[config.mk]
export PLATFORM = sky130hd
export DESIGN_NAME = tdm_demultiplexer_1_4
export DESIGN_NICKNAME = d
export VERILOG_FILES = /design/src/rtl/tdm_demultiplexer_1_4.sv
export SDC_FILE = /design/constraint.sdc
export NUM_CORES = 1
export LEC_CHECK = 0
export ABC_AREA = 1
export BUFFER_PORTS_ARGS = -buffer_cell sky130_fd_sc_hd__buf_4
export CORE_UTILIZATION = 44
export CTS_CLUSTER_SIZE = 12
export DETAILED_ROUTE_END_ITERATION = 10
export PLACE_DENSITY = 0.78
export SYNTH_ARGS = -nofsm -noshare
export SYNTH_HDL_FRONTEND = slang
export SYNTH_SLANG_ARGS = --single-unit
[constraint.sdc]
create_clock -name clk -period 1.1 [get_ports clk]
set_input_delay 0.22 -clock clk [delete_from_list [all_inputs] [get_ports clk]]
set_output_delay 0.22 -clock clk [all_outputs]
set_load 0.02 [all_outputs]
[src/rtl/tdm_demultiplexer_1_4.sv]
// Rebuilds a 4-lane parallel frame from a sync-marked TDM sample stream; y/frame_valid update 1 edge after lane 3.
// No backpressure: valid_in=0 cycles simply stall the frame assembly, and frame rate is bounded only by input rate.
module tdm_demultiplexer_1_4 #(
    parameter int WIDTH = 1
) (
    input  logic               clk,
    input  logic               reset,
    input  logic               valid_in,
    input  logic               sync,
    input  logic [WIDTH-1:0]   d,
    output logic [4*WIDTH-1:0] y,
    output logic               frame_valid,
    output logic [1:0]         slot,
    output logic               locked,
    output logic               sync_err
);

    typedef enum logic {
        HUNT   = 1'b0,
        LOCKED = 1'b1
    } state_e;

    state_e             state_q;
    logic [1:0]         slot_q;
    logic [WIDTH-1:0]   shadow0_q;
    logic [WIDTH-1:0]   shadow1_q;
    logic [WIDTH-1:0]   shadow2_q;
    logic [4*WIDTH-1:0] y_q;
    logic               frame_valid_q;
    logic               sync_err_q;

    always_ff @(posedge clk or posedge reset) begin
        if (reset) begin
            state_q       <= HUNT;
            slot_q        <= 2'd0;
            shadow0_q     <= '0;
            shadow1_q     <= '0;
            shadow2_q     <= '0;
            y_q           <= '0;
            frame_valid_q <= 1'b0;
            sync_err_q    <= 1'b0;
        end else begin
            frame_valid_q <= 1'b0;
            sync_err_q    <= 1'b0;
            if (valid_in) begin
                case (state_q)
                    HUNT: begin
                        if (sync) begin
                            shadow0_q <= d;
                            slot_q    <= 2'd1;
                            state_q   <= LOCKED;
                        end
                    end
                    LOCKED: begin
                        if (sync) begin
                            // An early sync abandons the partial frame but keeps alignment.
                            sync_err_q <= (slot_q != 2'd0);
                            shadow0_q  <= d;
                            slot_q     <= 2'd1;
                        end else if (slot_q == 2'd0) begin
                            sync_err_q <= 1'b1;
                            state_q    <= HUNT;
                        end else if (slot_q == 2'd3) begin
                            y_q           <= {d, shadow2_q, shadow1_q, shadow0_q};
                            frame_valid_q <= 1'b1;
                            slot_q        <= 2'd0;
                        end else begin
                            if (slot_q == 2'd1) begin
                                shadow1_q <= d;
                            end else begin
                                shadow2_q <= d;
                            end
                            slot_q <= slot_q + 2'd1;
                        end
                    end
                    default: state_q <= HUNT;
                endcase
            end
        end
    end

    assign y           = y_q;
    assign frame_valid = frame_valid_q;
    assign slot        = slot_q;
    assign locked      = (state_q == LOCKED);
    assign sync_err    = sync_err_q;

endmodule

# Word-level counts from Yosys, hierarchy flattened
# Index checks and enable logic that the tools add are counted.
op_classes:
  addsub: 1
  mul: 0
  div: 0
  n_lt_le_gt_ge: 0
  n_eq_ne: 4
  n_shift: 0
  mux: 19
  bitwise_logic: 5
  reduce_logical: 7
ops:
  columns: ["cell", "n"]
  rows:
  - ["2-to-1 mux 1 bit", 13]
  - ["AND reduction 6 bit", 2]
  - ["2-to-1 mux 2 bit", 4]
  - ["inverter 1 bit", 5]
  - ["AND reduction 5 bit", 1]
  - ["one-hot mux 2 bit (2 select lines)", 1]
  - ["inequality test 3 bit (second input constant)", 1]
  - ["AND reduction 3 bit", 1]
  - ["adder 2 x 1 -> 2 bit (second input constant)", 1]
  - ["equality test 2 x 1 -> 1 bit (second input constant)", 1]
  - ["equality test 2 bit (second input constant)", 1]
  - ["logical NOT 2 bit", 1]
  - ["inequality test 2 bit (second input constant)", 1]
  - ["one-hot mux 1 bit (2 select lines)", 1]
  - ["AND reduction 2 bit", 1]
  - ["nonzero test 2 bit", 1]
word_totals:
  ff_bits: 12
  latch_bits: 0
  mem_bits_rw: 0
  mem_bits_ro: 0
  inputBits: 5
  out_inout_bits: 9
  wordCells: 44
  mem_count: 0

# Logic depth before layout (Yosys ltp)
# Gate-level depths: netlist (run 1).
logic_depth:
  ltp_word: 6
  ltp_mapped: 7
  depth_no_buf: 7

# Worst setup path after synthesis (run 1)
# No wires, ideal clock.
synth_timing:
  kind: "reg2reg"
  from: "register slot_q[0], in the netlist slot[0]"
  to: "register y_q[0], in the netlist y[0]"
  setup_ps: 117
  t_arrival_ps: 1190
  required_time_ps: 983
  path_slack_ps: -207
  stages_incl_launch_ff: 7
  n_path_buf: 0
  period_less_slack_ps: 1307
  path_cell_list: "dfrtp_1 > inv_1 > ha_1 > nor2_4 > nand3_2 > nand2_1 > nand2_1"
synth_via:
  elab_chain_len: 3
  elab_cells_between_ends: 4
  cone_classes: "eq/ne: 1; bitwise: 1; reduce/logical: 2"
synth_rtl:
  columns: ["element", "line_no", "source"]
  rows:
  - ["start, declared", "24", "logic [1:0] slot_q;"]
  - ["start signal, assigned", "73", "slot_q <= slot_q + 2'd1;"]
  - ["logical NOT 2 bit", "60", "end else if (slot_q == 2'd0) begin"]
  - ["inverter 1 bit (no line)", null, null]
  - ["AND reduction 5 bit (no line) (*)", null, null]
  - ["end signal, assigned", "64", "y_q <= {d, shadow2_q, shadow1_q, shadow0_q};"]
  - ["end, declared", "28", "logic [4*WIDTH-1:0] y_q;"]
# Every way passes the cells marked *; elsewhere a longest branch is shown, timed or not.
# A chain may end at the register's enable or synchronous reset.

# Worst setup path after layout (run 1)
layout_timing:
  from: "register slot_q[0], in the netlist slot[0]"
  to: "output port slot[0]"
layout_rtl:
  columns: ["element", "line_no", "source"]
  rows:
  - ["end, declared", "13", "output logic [1:0] slot,"]
# No word-level cell between the ends.

==> results.txt, run 1 <==
Initial antenna violation count -> 0
Die ar. -> 1590 µm²
Crit path kind -> reg2out
Synth Area in XOR/XNOR -> 0
Fmax -> 834 MHz
Clock Tree Root -> clkbuf_4
Top FF cell, synth -> dfrtp_1
Global Route Usage Sum -> 0.201
Cells on worst reg2reg path -> 6
FP Rows -> 13
Final Max Tran Viols -> 0
Post-Synth Simple-Gate Area -> 0.340
EDFF count, synth -> 0
Top Ports -> 14
Post-Place Worst Slack -> -45.3 ps
Share of layout cells above drive strength 1 -> 0.479
DRC Markers -> 0
Clk buf depth -> 2
Drt pass-1 iters -> 5
Leakage -> 0.474 nW
ANT cells -> 0
First-pass GRT wire length -> 2060 µm
Nets@finish -> 107
Die width -> 39.8 µm
Top delay family on crit path -> flip-flops
CP startpoint kind -> flip-flop
Setup violators final -> 9
Worst-margin pin slew -> 461 ps
R2R Path Start -> slot[1]
Worst Path Arrival -> 980 ps
Port bufs -> 13
Flop2flop setup slack -> -70 ps
Drt total wl -> 1310 µm
Filler instances -> 106
Final non-filler cell area -> 920 µm²
Largest family of logic cells by synthesized area -> simple AND/OR/NAND/NOR gates
Yosys warnings -> 0
Grt ovf -> 0
Unrepaired setup endpoints after global routing -> yes
Worst vdd ir -> 1550 µV
Endpoints failing hold -> 0
Worst hold path type -> in2reg
Initial Util -> 0.478
CP cell instances -> buf_6 > buf_6
Register area share after synthesis -> 0.477
CTS tree -> built
Largest net degree at the start of global routing -> 13
Max FO, Critical Path -> 4
Buf/Inv on CP -> 2
Fin crit period -> 1200 ps
Die Y -> 39.8 µm
Slowest stage delay, CP -> 450 ps
Count leader, synth -> nand2_1
HPWL Detailed -> 921 µm
Synth async-reset ratio -> 1.00
Yosys reg bits -> 12
Area occupied by multi-input gates -> 355 µm²
Clock transition at path regs -> 80 ps
Remaining antenna violation count after routing -> 0
Power after layout -> 2.60 mW
Initial DRC Count -> 16
Crit-path slowest cell -> dfrtp_2
Req. time, crit path -> 880 ps
Post-Syn Area -> 629 µm²
WHS Endpoint -> frame_valid
Cell Area, Placed -> 806 µm²
R2r endpoint -> y[2]
CP Capture Type -> output port
Fin crit share -> 1.09
Worst skew pair latency -> 280 ps
Synth Area in Adders -> 0.0994
Max-Cap Viols -> 0
Synth top cells by count -> 23 x nand2_1, 12 x dfrtp_1, 8 x inv_1
H-tree depth -> 1
Hold path cells -> 2
Sink Count -> 12
CTS buffer count -> 3
Distinct cells, synth -> 14
Setup WS post-layout -> -98.7 ps
Gp weighted congestion -> 0.755
Routed via count -> 559
Min-delay src -> sync
Placeable Area -> 1320 µm²
Power per cell area -> 2830 nW/µm²
Syn_area_per_cell -> 8.50 µm²
Synthesized Nets -> 84
Area fraction of the dominant cell type after synthesis -> 0.477
Dominant cells by area after synthesis -> dfrtp_1 48%, nand2_1 14%, ha_1 9.9%
Hold slack -> 167 ps
Cells after Synth -> 74
Status -> complete, but fails checks
Syn-to-layout area delta -> 46.1%
Mux share of post-synthesis cell area -> 0
Final Util -> 0.698
Sequential Area -> 304 µm²
Cell accounting for the most synthesized area -> dfrtp_1
Vias in the first global route -> 519
Slew Limit Headroom -> 0.692
Compound-Gate Fraction of Synth Area -> 0.0139
Failing checks -> negative setup slack
Post-DR wirelength/cell -> 11.8 µm
Via density -> 5.04
CP dominant cell by count -> buf_6
Final Skew -> 0.736 ps
report_power, final:
part | switching, mW | total (mW) | leakage (nW) | internal, mW
sequential | 0.151 | 0.770 | 0.150 | 0.619
clock | 0.155 | 0.357 | 0.0210 | 0.202
combinational | 0.794 | 1.47 | 0.303 | 0.680
layout by cell type, fill, tap and decap left out, types with 2 or more instances in the layout:
cell type and instances:
buf_4 12, buf_6 5, clkbuf_4 3, dfrtp_1 9
dfrtp_2 3, ha_4 4, inv_1 6, inv_2 2
inv_4 3, nand2_1 21, nand2_2 5, nand3_1 6
nand4_1 5, nor2_2 3
routing by layer:
layer  routed length [µm]  vias up  global-route usage
met5                    0        -                   0
met4                   32        0               0.129
met3                   67        5              0.0341
met2                  638       23               0.348
met1                  572      255               0.222
li1                     -      276                   -
layout make-up:
cell class / count / area share
flip-flops and latches: 12 / 0.331
multi-input cells: 51 / 0.386
well taps: 15 / 0.0204
clock buffers: 4 / 0.0395
inverters: 11 / 0.0531
repair buffers: 18 / 0.170
sequential cells by signal (all words and copies together), names as in the netlist:
signal       cells
sync_err         1
locked           1
y                4
frame_valid      1
slot             2
shadow2_q        1
shadow0_q        1
shadow1_q        1
stage by stage:
step	std cells	TNS, ps
floorplan	74	-307
global placement	105	-62.9
detailed placement	105	-199
CTS	111	-468
global route	111	-1080
finish	111	-554
worst max-delay path by stage:
stage | startpoint | end | depth (start not counted)
2_1_floorplan | slot[0] | y[0] | 6
3_3_place_gp | slot[0] | y[1] | 6
3_5_place_dp | slot[1] | y[0] | 6
4_1_cts | slot[0] | slot[0] | 2
5_1_grt | slot[0] | slot[0] | 6
6_report | slot[0] | slot[0] | 2
cell families after synthesis:
group,count (synthesis)
fa+ha+maj,5
buf+inv,11
simple gates,45
flops,12
compound gates,1
what timing repair did:
item | CTS | global route
buffers inserted | 1 | 0
pin swaps | 4 | 3
resized for setup | 8 | 7
setup endpoints to repair | 9 | 13
endpoints found under the hold margin | 12 | 0
cloned | 0 | 0
hold buffers | 1 | 0
No activity file was read; power rests on OpenSTA's default activity.
==> run 2: changes to the inputs <==
Settings changed: ABC_AREA 1 to default.
==> run 2 against run 1 <==
Compared with the run above:
- the flow still finishes with violations (negative setup slack)
- largest cell class unchanged
- global-route usage is 0.85 points higher
- total power is 3.9% higher
- critical path depth is 3 higher
- sequential cell count stayed put
- clock power hardly changed
- first-iteration DRC count is 31% lower
- via count is 11% lower
- sequential share of layout area is 1.9 points lower
- cell count is 15% lower
- core utilization is 6.1 points higher
- non-clock buffer count is 9 higher
==> results.txt, run 2 <==
Power per cell area -> 2770 nW/µm² (-2.0%)
Cells after Synth -> 49 (-34%)
Die Y -> 39.1 µm (-1.8%)
Post-Place Worst Slack -> -358 ps (-312 ps)
Most frequent cells in the layout -> 19 x buf_4, 9 x dfrtp_1, 7 x buf_6
Leakage -> 0.481 nW (+1.5%)
Synth top cells by count -> 12 x dfrtp_1, 7 x mux2_2, 5 x ha_1, 5 x inv_1, 4 x nand2_1
H-tree depth -> 1 (unchanged)
CP startpoint kind -> flip-flop
Worst-margin pin slew -> 493 ps (+31.7 ps)
Sink Count -> 12 (unchanged)
Req. time, crit path -> 1260 ps (+380 ps)
Unrepaired setup endpoints after global routing -> yes
EDFF count, synth -> 0 (unchanged)
Initial Util -> 0.471 (-0.00641)
Initial DRC Count -> 11 (-5)
Setup violators final -> 13 (+4)
FP Rows -> 13 (unchanged)
Setup WS post-layout -> -313 ps (-214 ps)
Drt pass-1 iters -> 4 (-1)
HPWL Detailed -> 902 µm (-2.0%)
CTS tree -> built
Slew Limit Headroom -> 0.671 (-0.0212)
Worst hold path type -> in2reg
Setup TNS -> -2940 ps (-2390 ps)
Placeable Area -> 1280 µm² (-2.5%)
Remaining antenna violation count after routing -> 0 (unchanged)
Crit path kind -> reg2reg
CP Capture Type -> flip-flop
Clk buf depth -> 2 (unchanged)
First-pass GRT wire length -> 2100 µm (+2.0%)
Most common cell after layout, fill and taps aside -> buf_4
Gp weighted congestion -> 0.740 (-2.1%)
Top FF cell, synth -> dfrtp_1
Post-Syn Area -> 606 µm² (-3.8%)
Register area share after synthesis -> 0.496 (+0.0187)
Max-Cap Viols -> 0 (unchanged)
Vias in the first global route -> 480 (-7.5%)
DRC Markers -> 0 (unchanged)
Final Skew -> 1.23 ps (+0.497 ps)
Nets@finish -> 90 (-16%)
Max FO, Critical Path -> 4 (unchanged)
Drt total wl -> 1520 µm (+16%)
Fin crit period -> 1410 ps (+214 ps)
Clock transition at path regs -> 80 ps (about the same)
Hold slack -> 211 ps (+43.9 ps)
Top Ports -> 14 (unchanged)
Initial antenna violation count -> 0 (unchanged)
Filler instances -> 83 (-22%)
Worst Path Arrival -> 1570 ps (+590 ps)
Final Util -> 0.759 (+0.0605)
Area fraction of the dominant cell type after synthesis -> 0.496 (+0.0187)
Syn_area_per_cell -> 12.4 µm² (+45%)
Distinct cells, synth -> 21 (+7)
Syn-to-layout area delta -> 61.0%
Worst vdd ir -> 1620 µV (+4.3%)
ANT cells -> 0 (unchanged)
Yosys reg bits -> 12 (unchanged)
Die ar. -> 1530 µm² (-3.6%)
Synthesized Nets -> 59 (-30%)
Port bufs -> 13 (unchanged)
Fmax -> 708 MHz (-15%)
Grt ovf -> 0 (unchanged)
Global Route Usage Sum -> 0.210 (+0.00853)
Synth async-reset ratio -> 1.00 (unchanged)
Die width -> 39.1 µm (-1.8%)
Dominant cells by area after synthesis -> dfrtp_1 50%, mux2_2 13%, ha_1 10%
Via density -> 5.29 (+5.0%)
Max FFs per register -> 4 (unchanged)
Fin crit share -> 1.28 (+0.195)
Clock Tree Root -> clkbuf_4
Status -> complete, but fails checks
DP Cell Count -> 83 (-21%)
Routed via count -> 497 (-11%)
Worst skew pair latency -> 270 ps (about the same)
Count leader, synth -> dfrtp_1
Yosys warnings -> 0 (unchanged)
Cell accounting for the most synthesized area -> dfrtp_1
Final Max Tran Viols -> 0 (unchanged)
Endpoints failing hold -> 0 (unchanged)
Failing checks -> negative setup slack
Final Instance Count excl. Fillers -> 94 (-15%)
CTS buffer count -> 3 (unchanged)
Post-DR wirelength/cell -> 16.1 µm (+37%)
Largest net degree at the start of global routing -> 13 (unchanged)
Share of layout cells above drive strength 1 -> 0.646 (+0.166)
## run 2: cell types whose count changed in the layout (fill, tap and decap cells not counted), moves of 3 or more
cell	change
nand2_1	-17
buf_4	+7
nand3_1	-6
mux2_4	+5
nand2_2	-5
nand4_1	-5
inv_1	-3
nor2_2	-3
## run 2: cell families after synthesis
kind of cell	Yosys count	synth area share
adders and majority gates	5	0.103
DFF	12	0.496
and+or+nand+nor	14	0.180
AOI/OAI and AO/OA	5	0.0517
muxes	7	0.130
buffers and inverters	6	0.0393
## run 2: path summary, 6_finish.rpt
path,to,from,slack [ps],depth (start not counted)
min in group asynchronous,y[1],reset,540,3
hold / removal,slot[1],valid_in,210,2
hold reg to reg,y[0],shadow0_q,510,1
max in group asynchronous,slot[1],reset,200,3
setup / recovery,y[2],slot[0],-310,5
setup reg to reg,y[2],slot[0],-310,5
## run 2: worst max-delay path, stage by stage, from the launching register on
cell and delay [ps]:
dfrtp_2 430, inv_2 70, ha_4 180, nor3b_4 180, buf_6 150, mux2_4 290
## run 2: final cells by class
type / instances / area [µm²] / area share
flip-flops and latches: 12 / 304 / 0.312
repair buffers: 27 / 231 / 0.237
well taps: 15 / 18.8 / 0.0193
inverters: 5 / 21.3 / 0.0218
multi-input cells: 31 / 363 / 0.372
clock buffers: 4 / 36.3 / 0.0372
## run 2: timing repair
action,4_1_cts,5_1_grt
setup buffers,6,1
resized for setup,18,3
hold buffers,1,0
setup endpoints to repair,12,13
pin swaps,4,2
hold endpoints to repair,12,0
## run 2: metrics by stage
step | instance area [µm²] | power [mW]
5_1_grt | 975 | 2.83
2_1_floorplan | 623 | 1.40
3_3_place_gp | 787 | 1.82
6_report | 975 | 2.70
3_5_place_dp | 787 | 1.86
4_1_cts | 966 | 2.64
## run 2: routing by layer
metal / global-route usage / share of wire
met1: 0.240 / 0.43
met2: 0.383 / 0.55
met4: 0.0776 / 0
met5: 0 / 0
met3: 0.0347 / 0.016
## run 2: report_power, final
| part | leakage (nW) | switching, mW | total, mW | internal (mW) |
|---|---|---|---|---|
| registers | 0.146 | 0.156 | 0.779 | 0.623 |
| logic | 0.315 | 0.698 | 1.57 | 0.869 |
| clock network | 0.0210 | 0.154 | 0.355 | 0.201 |
